$ cat config.mk
export PLATFORM = sky130hd
export DESIGN_NAME = vga_timing_gen
export DESIGN_NICKNAME = d
export VERILOG_FILES = /design/src/rtl/vga_timing_gen.sv
export SDC_FILE = /design/constraint.sdc
export NUM_CORES = 1
export LEC_CHECK = 0
export BUFFER_PORTS_ARGS = -buffer_cell sky130_fd_sc_hd__buf_2
export CORE_MARGIN = 4
export CORE_UTILIZATION = 55
export DETAILED_ROUTE_END_ITERATION = 7
export PLACE_DENSITY = 0.79
export SYNTH_ARGS = -nofsm -noshare
export SYNTH_HDL_FRONTEND = slang
export SYNTH_SLANG_ARGS = --single-unit
$ cat constraint.sdc
create_clock -name clk -period 3.5 [get_ports clk]
set_clock_uncertainty 0.05 [all_clocks]
set_input_delay 0.35 -clock clk [delete_from_list [all_inputs] [get_ports clk]]
set_output_delay 0.35 -clock clk [all_outputs]
set_load 0.02 [all_outputs]
$ cat src/rtl/vga_timing_gen.sv
// vga_timing_gen: VGA raster timing.
// Divides the system clock down to the pixel rate, walks the (x, y) raster
// over the full line/frame including porches and sync, and produces
// registered sync/blank strobes that decode the current (x, y) with zero skew,
// plus one-clock line/frame start pulses.
module vga_timing_gen #(
  parameter int unsigned CLK_DIV = 2,
  parameter int unsigned HACTIVE = 640,
  parameter int unsigned HFP     = 16,
  parameter int unsigned HSYNC   = 96,
  parameter int unsigned HBP     = 48,
  parameter int unsigned VACTIVE = 480,
  parameter int unsigned VFP     = 10,
  parameter int unsigned VSYNC   = 2,
  parameter int unsigned VBP     = 33
) (
  input  logic       clk,
  input  logic       rst,
  input  logic       en,
  output logic       pix_tick,
  output logic [9:0] x,
  output logic [9:0] y,
  output logic       hsync_n,
  output logic       vsync_n,
  output logic       blank_n,
  output logic       line_start,
  output logic       frame_start
);

  localparam int unsigned HTOTAL = HACTIVE + HFP + HSYNC + HBP;
  localparam int unsigned VTOTAL = VACTIVE + VFP + VSYNC + VBP;

  // A divide-by-one still keeps a 1-bit divider that never leaves zero.
  localparam int unsigned      DIV_W    = (CLK_DIV > 1) ? $clog2(CLK_DIV) : 1;
  localparam logic [DIV_W-1:0] DIV_LAST = DIV_W'(CLK_DIV - 1);
  localparam logic [DIV_W-1:0] DIV_ONE  = DIV_W'(1);

  // Raster limits; counters compare against the last index, never overflow.
  localparam logic [9:0] H_LAST   = 10'(HTOTAL - 1);
  localparam logic [9:0] V_LAST   = 10'(VTOTAL - 1);
  localparam logic [9:0] H_VIS    = 10'(HACTIVE);
  localparam logic [9:0] V_VIS    = 10'(VACTIVE);
  localparam logic [9:0] HS_BEGIN = 10'(HACTIVE + HFP);
  localparam logic [9:0] HS_END   = 10'(HACTIVE + HFP + HSYNC);
  localparam logic [9:0] VS_BEGIN = 10'(VACTIVE + VFP);
  localparam logic [9:0] VS_END   = 10'(VACTIVE + VFP + VSYNC);

  // Horizontal sync window: HS_BEGIN <= x < HS_END.
  function automatic logic in_hsync(input logic [9:0] xv);
    return (xv >= HS_BEGIN) && (xv < HS_END);
  endfunction

  // Vertical sync window, whole lines: VS_BEGIN <= y < VS_END.
  function automatic logic in_vsync(input logic [9:0] yv);
    return (yv >= VS_BEGIN) && (yv < VS_END);
  endfunction

  // Visible area test.
  function automatic logic is_visible(input logic [9:0] xv, input logic [9:0] yv);
    return (xv < H_VIS) && (yv < V_VIS);
  endfunction

  logic [DIV_W-1:0] div_q;
  logic [DIV_W-1:0] div_d;
  logic [9:0]       x_q;
  logic [9:0]       x_d;
  logic [9:0]       y_q;
  logic [9:0]       y_d;
  logic             hsync_n_q;
  logic             hsync_n_d;
  logic             vsync_n_q;
  logic             vsync_n_d;
  logic             blank_n_q;
  logic             blank_n_d;
  logic             line_start_q;
  logic             line_start_d;
  logic             frame_start_q;
  logic             frame_start_d;
  logic             pix_tick_s;

  // Pixel strobe is combinational so the counters step on the same edge.
  assign pix_tick_s = en && (div_q == DIV_LAST);

  // Pixel-rate divider: wraps at CLK_DIV-1 and freezes while en is low.
  always_comb begin
    div_d = div_q;
    if (!en) begin
      div_d = div_q;
    end else if (div_q == DIV_LAST) begin
      div_d = {DIV_W{1'b0}};
    end else begin
      div_d = div_q + DIV_ONE;
    end
  end

  // Raster counters: x steps every pixel, y steps when x wraps.
  always_comb begin
    x_d = x_q;
    y_d = y_q;
    if (pix_tick_s) begin
      if (x_q == H_LAST) begin
        x_d = 10'd0;
        if (y_q == V_LAST) begin
          y_d = 10'd0;
        end else begin
          y_d = y_q + 10'd1;
        end
      end else begin
        x_d = x_q + 10'd1;
        y_d = y_q;
      end
    end else begin
      x_d = x_q;
      y_d = y_q;
    end
  end

  // Strobes decode the next (x, y) so they line up with the counters; pulses last one clk.
  always_comb begin
    hsync_n_d     = hsync_n_q;
    vsync_n_d     = vsync_n_q;
    blank_n_d     = blank_n_q;
    line_start_d  = 1'b0;
    frame_start_d = 1'b0;
    if (pix_tick_s) begin
      hsync_n_d     = ~in_hsync(x_d);
      vsync_n_d     = ~in_vsync(y_d);
      blank_n_d     = is_visible(x_d, y_d);
      line_start_d  = (x_d == 10'd0);
      frame_start_d = (x_d == 10'd0) && (y_d == 10'd0);
    end else begin
      hsync_n_d     = hsync_n_q;
      vsync_n_d     = vsync_n_q;
      blank_n_d     = blank_n_q;
      line_start_d  = 1'b0;
      frame_start_d = 1'b0;
    end
  end

  // Divider and counter state; reset parks the raster on its final pixel.
  always_ff @(posedge clk or posedge rst) begin
    if (rst) begin
      div_q <= {DIV_W{1'b0}};
      x_q   <= H_LAST;
      y_q   <= V_LAST;
    end else begin
      div_q <= div_d;
      x_q   <= x_d;
      y_q   <= y_d;
    end
  end

  // Registered sync/blank strobes and start pulses.
  always_ff @(posedge clk or posedge rst) begin
    if (rst) begin
      hsync_n_q     <= 1'b1;
      vsync_n_q     <= 1'b1;
      blank_n_q     <= 1'b0;
      line_start_q  <= 1'b0;
      frame_start_q <= 1'b0;
    end else begin
      hsync_n_q     <= hsync_n_d;
      vsync_n_q     <= vsync_n_d;
      blank_n_q     <= blank_n_d;
      line_start_q  <= line_start_d;
      frame_start_q <= frame_start_d;
    end
  end

  assign pix_tick    = pix_tick_s;
  assign x           = x_q;
  assign y           = y_q;
  assign hsync_n     = hsync_n_q;
  assign vsync_n     = vsync_n_q;
  assign blank_n     = blank_n_q;
  assign line_start  = line_start_q;
  assign frame_start = frame_start_q;

endmodule
==> metrics.txt <==
Hold Vio Cnt, Final=0; min Tclk post-route=3.29 ns; GP Congestion=0.843; HP Class=primary input to asynchronous set/reset pin; Buf+Inv Stages, Crit Path=0; Place WS=0.246 ns; GRT Total Usage=0.208; n_diodes=0; DRT Pass-1 Iters=4; vias per inst=6.23; Yosys warning total=0; async set-reset flop share out of synthesis=1.00; GRT Residual Overflow=0; Setup CP Type=register to register; P&R area growth vs syn=12.4%; RSZ-0062 raised after global routing=false; Worst EP required=3.72 ns; crit-path max FO=10; vias post-DR=1489; Avg WL per Cell=16.3 um; max_slew headroom=0.364; sequential-to-total area share from yosys stat=0.409; crit share post-route=0.939; top cells by area, synth=dfrtp_1, dfstp_2, nand2_1; slew of the pin with the lowest slew margin=0.953 ns; Clock Latency Late Sink=0.32 ns; total placed cells including tap cells=235; Crit path depth=7; Most common cell on crit path=or4b_1; delay-heaviest family, CP=simple AND/OR/NAND/NOR gates; FF+latch count, synth=26; worst reg-to-reg path cell count=7; number of global-route vias before repair=1433; share of cells above drive strength 1=0.260; global-route wire length before repair=6.64 mm; H-Tree Depth=1; die width=62.4 um; DIE AREA=3900 um2; initial antenna violation count=0; Finished Cell Area=1830 um2; Site Rows=19; hpwl dp=2.93 mm; Worst setup SP type=register; Slew Viols, Final=0; Pwr Total=0.812 mW; PD cells=443 nW/um2; fill count=246; CTS root buf=clkbuf_4; leakage power=0.811 nW; Post-Syn Area=1630 um2; PortBufs=28; CP arrival=3.50 ns; worst path cell trace=ha_1 -> nand3_2 -> or4b_1 -> or2_1 -> xor2_1 -> or4b_1 -> o32a_1; pin count of the biggest net entering global routing=27; CTS Sinks=26; Max Cap Viol=0; Post-Route WL=3.91 mm; initial core utilization=0.581; WHS=0.165 ns; area share of the largest cell type after synthesis=0.215; syn_nets=185; final setup violation count=0; Nets=215; final setup margin=0.214 ns; Max Freq=304 MHz; status=completed; fin util=0.653; Fin Setup TNS=0 ns; cts-stage hold buffer count=0; core area=2810 um2; EDFF count, synth=0; post-CTS setup buffer count=0; antenna-violating nets left=0; # DRC=0; Critical Path End Type=register; total CTS buffers=3; die span in y=62.4 um; Crit path largest cell delay=0.68 ns; clock-pin transition on the worst setup and hold timing paths=0.14 ns; Synth area leader=dfrtp_1; # IOs=29; Area after DPL=1810 um2; Max Root-Sink Buffers=2; Worst path slowest cell=or4b_1; post-cts sizing count=0; CTS tree=yes; post-synthesis cell count=179; syn avg cell area=9.10 um2; library cells used by synthesis=50; Worst VDD drop=0.000264 V; 1st-iter DRT viols=81; fin cells=239; Synth Flop Type=dfrtp_1
==> worst reg2reg max path, cell delays in order, from the launching register on <==
cell	delay, ns
dfstp_2	0.64
ha_1	0.30
nand3_2	0.18
or4b_1	0.68
or2_1	0.30
xor2_1	0.16
or4b_1	0.56
o32a_1	0.37
==> cells in the final DEF, fill, tap and decap left out, types with 4 or more instances in the layout <==
master and count:
xnor2_1 6, dfrtp_1 14, nor2_1 7, or3_1 4, nand2_1 20, nand3_1 9, nand4_1 8, nor3_1 7
dfstp_2 12, buf_2 28, xor2_1 6, inv_1 11, a21oi_1 4, o21ai_0 13, and4_1 5
==> worst paths after layout <==
path / slack, ns / start / to
worst max-delay path: 0.21 / x[0] / vsync_n
worst min-delay path: 0.16 / rst / y[7]
worst max register to register: 0.21 / x[0] / vsync_n
worst min register to register: 0.48 / hsync_n / hsync_n
max in group asynchronous: 2.65 / rst / div_q
min in group clk: 0.21 / en / div_q
==> registers in the layout, summed over array words and instances (netlist names) <==
register and count:
vsync_n 1, y 10, hsync_n 1, div_q 1, blank_n 1, x 10
line_start 1, frame_start 1
==> power by group <==
group          internal (mW)  switching [mW]  total [mW]  leakage, nW
Combinational         0.0932           0.154       0.247        0.486
Sequential             0.361          0.0708       0.432        0.310
Clock                 0.0446          0.0888       0.133       0.0150
==> logic make-up after synthesis <==
| logic type | after synthesis | synth area share |
|---|---|---|
| simple gates | 81 | 0.296 |
| compound gates | 36 | 0.144 |
| flops | 26 | 0.409 |
| buf+inv | 18 | 0.0430 |
| xor+xnor | 12 | 0.0645 |
| mux | 3 | 0.0200 |
| fa+ha+maj | 3 | 0.0230 |
==> per-layer routing <==
metal / GRT usage / up-vias / share of wire / wire, um
met4: 0.0689 / 0 / 0.012 / 46
met2: 0.328 / 58 / 0.45 / 1770
met1: 0.288 / 711 / 0.48 / 1870
met5: 0 / - / 0 / 0
met3: 0.0414 / 6 / 0.055 / 213
li1: - / 714 / - / -
==> final cells by class <==
class	count	area (um2)	area share
Inverter	12	45.0	0.0246
Multi-Input combinational cell	135	893	0.488
Sequential cell	26	666	0.363
Timing Repair Buffer	31	163	0.0888
Tap cell	31	38.8	0.0212
Clock buffer	4	26.3	0.0143
==> synthesized netlist by cell type, drive strengths merged, types with 4 or more instances <==
cell / instances
xor2: 6
xnor2: 6
nand3: 10
o21ai: 13
and4: 5
a21oi: 4
clkbuf: 4
nor3: 7
nor2: 7
nand2: 20
or3: 4
nand4: 8
dfstp: 12
inv: 11
dfrtp: 14
No activity file was read; power rests on OpenSTA's default activity.
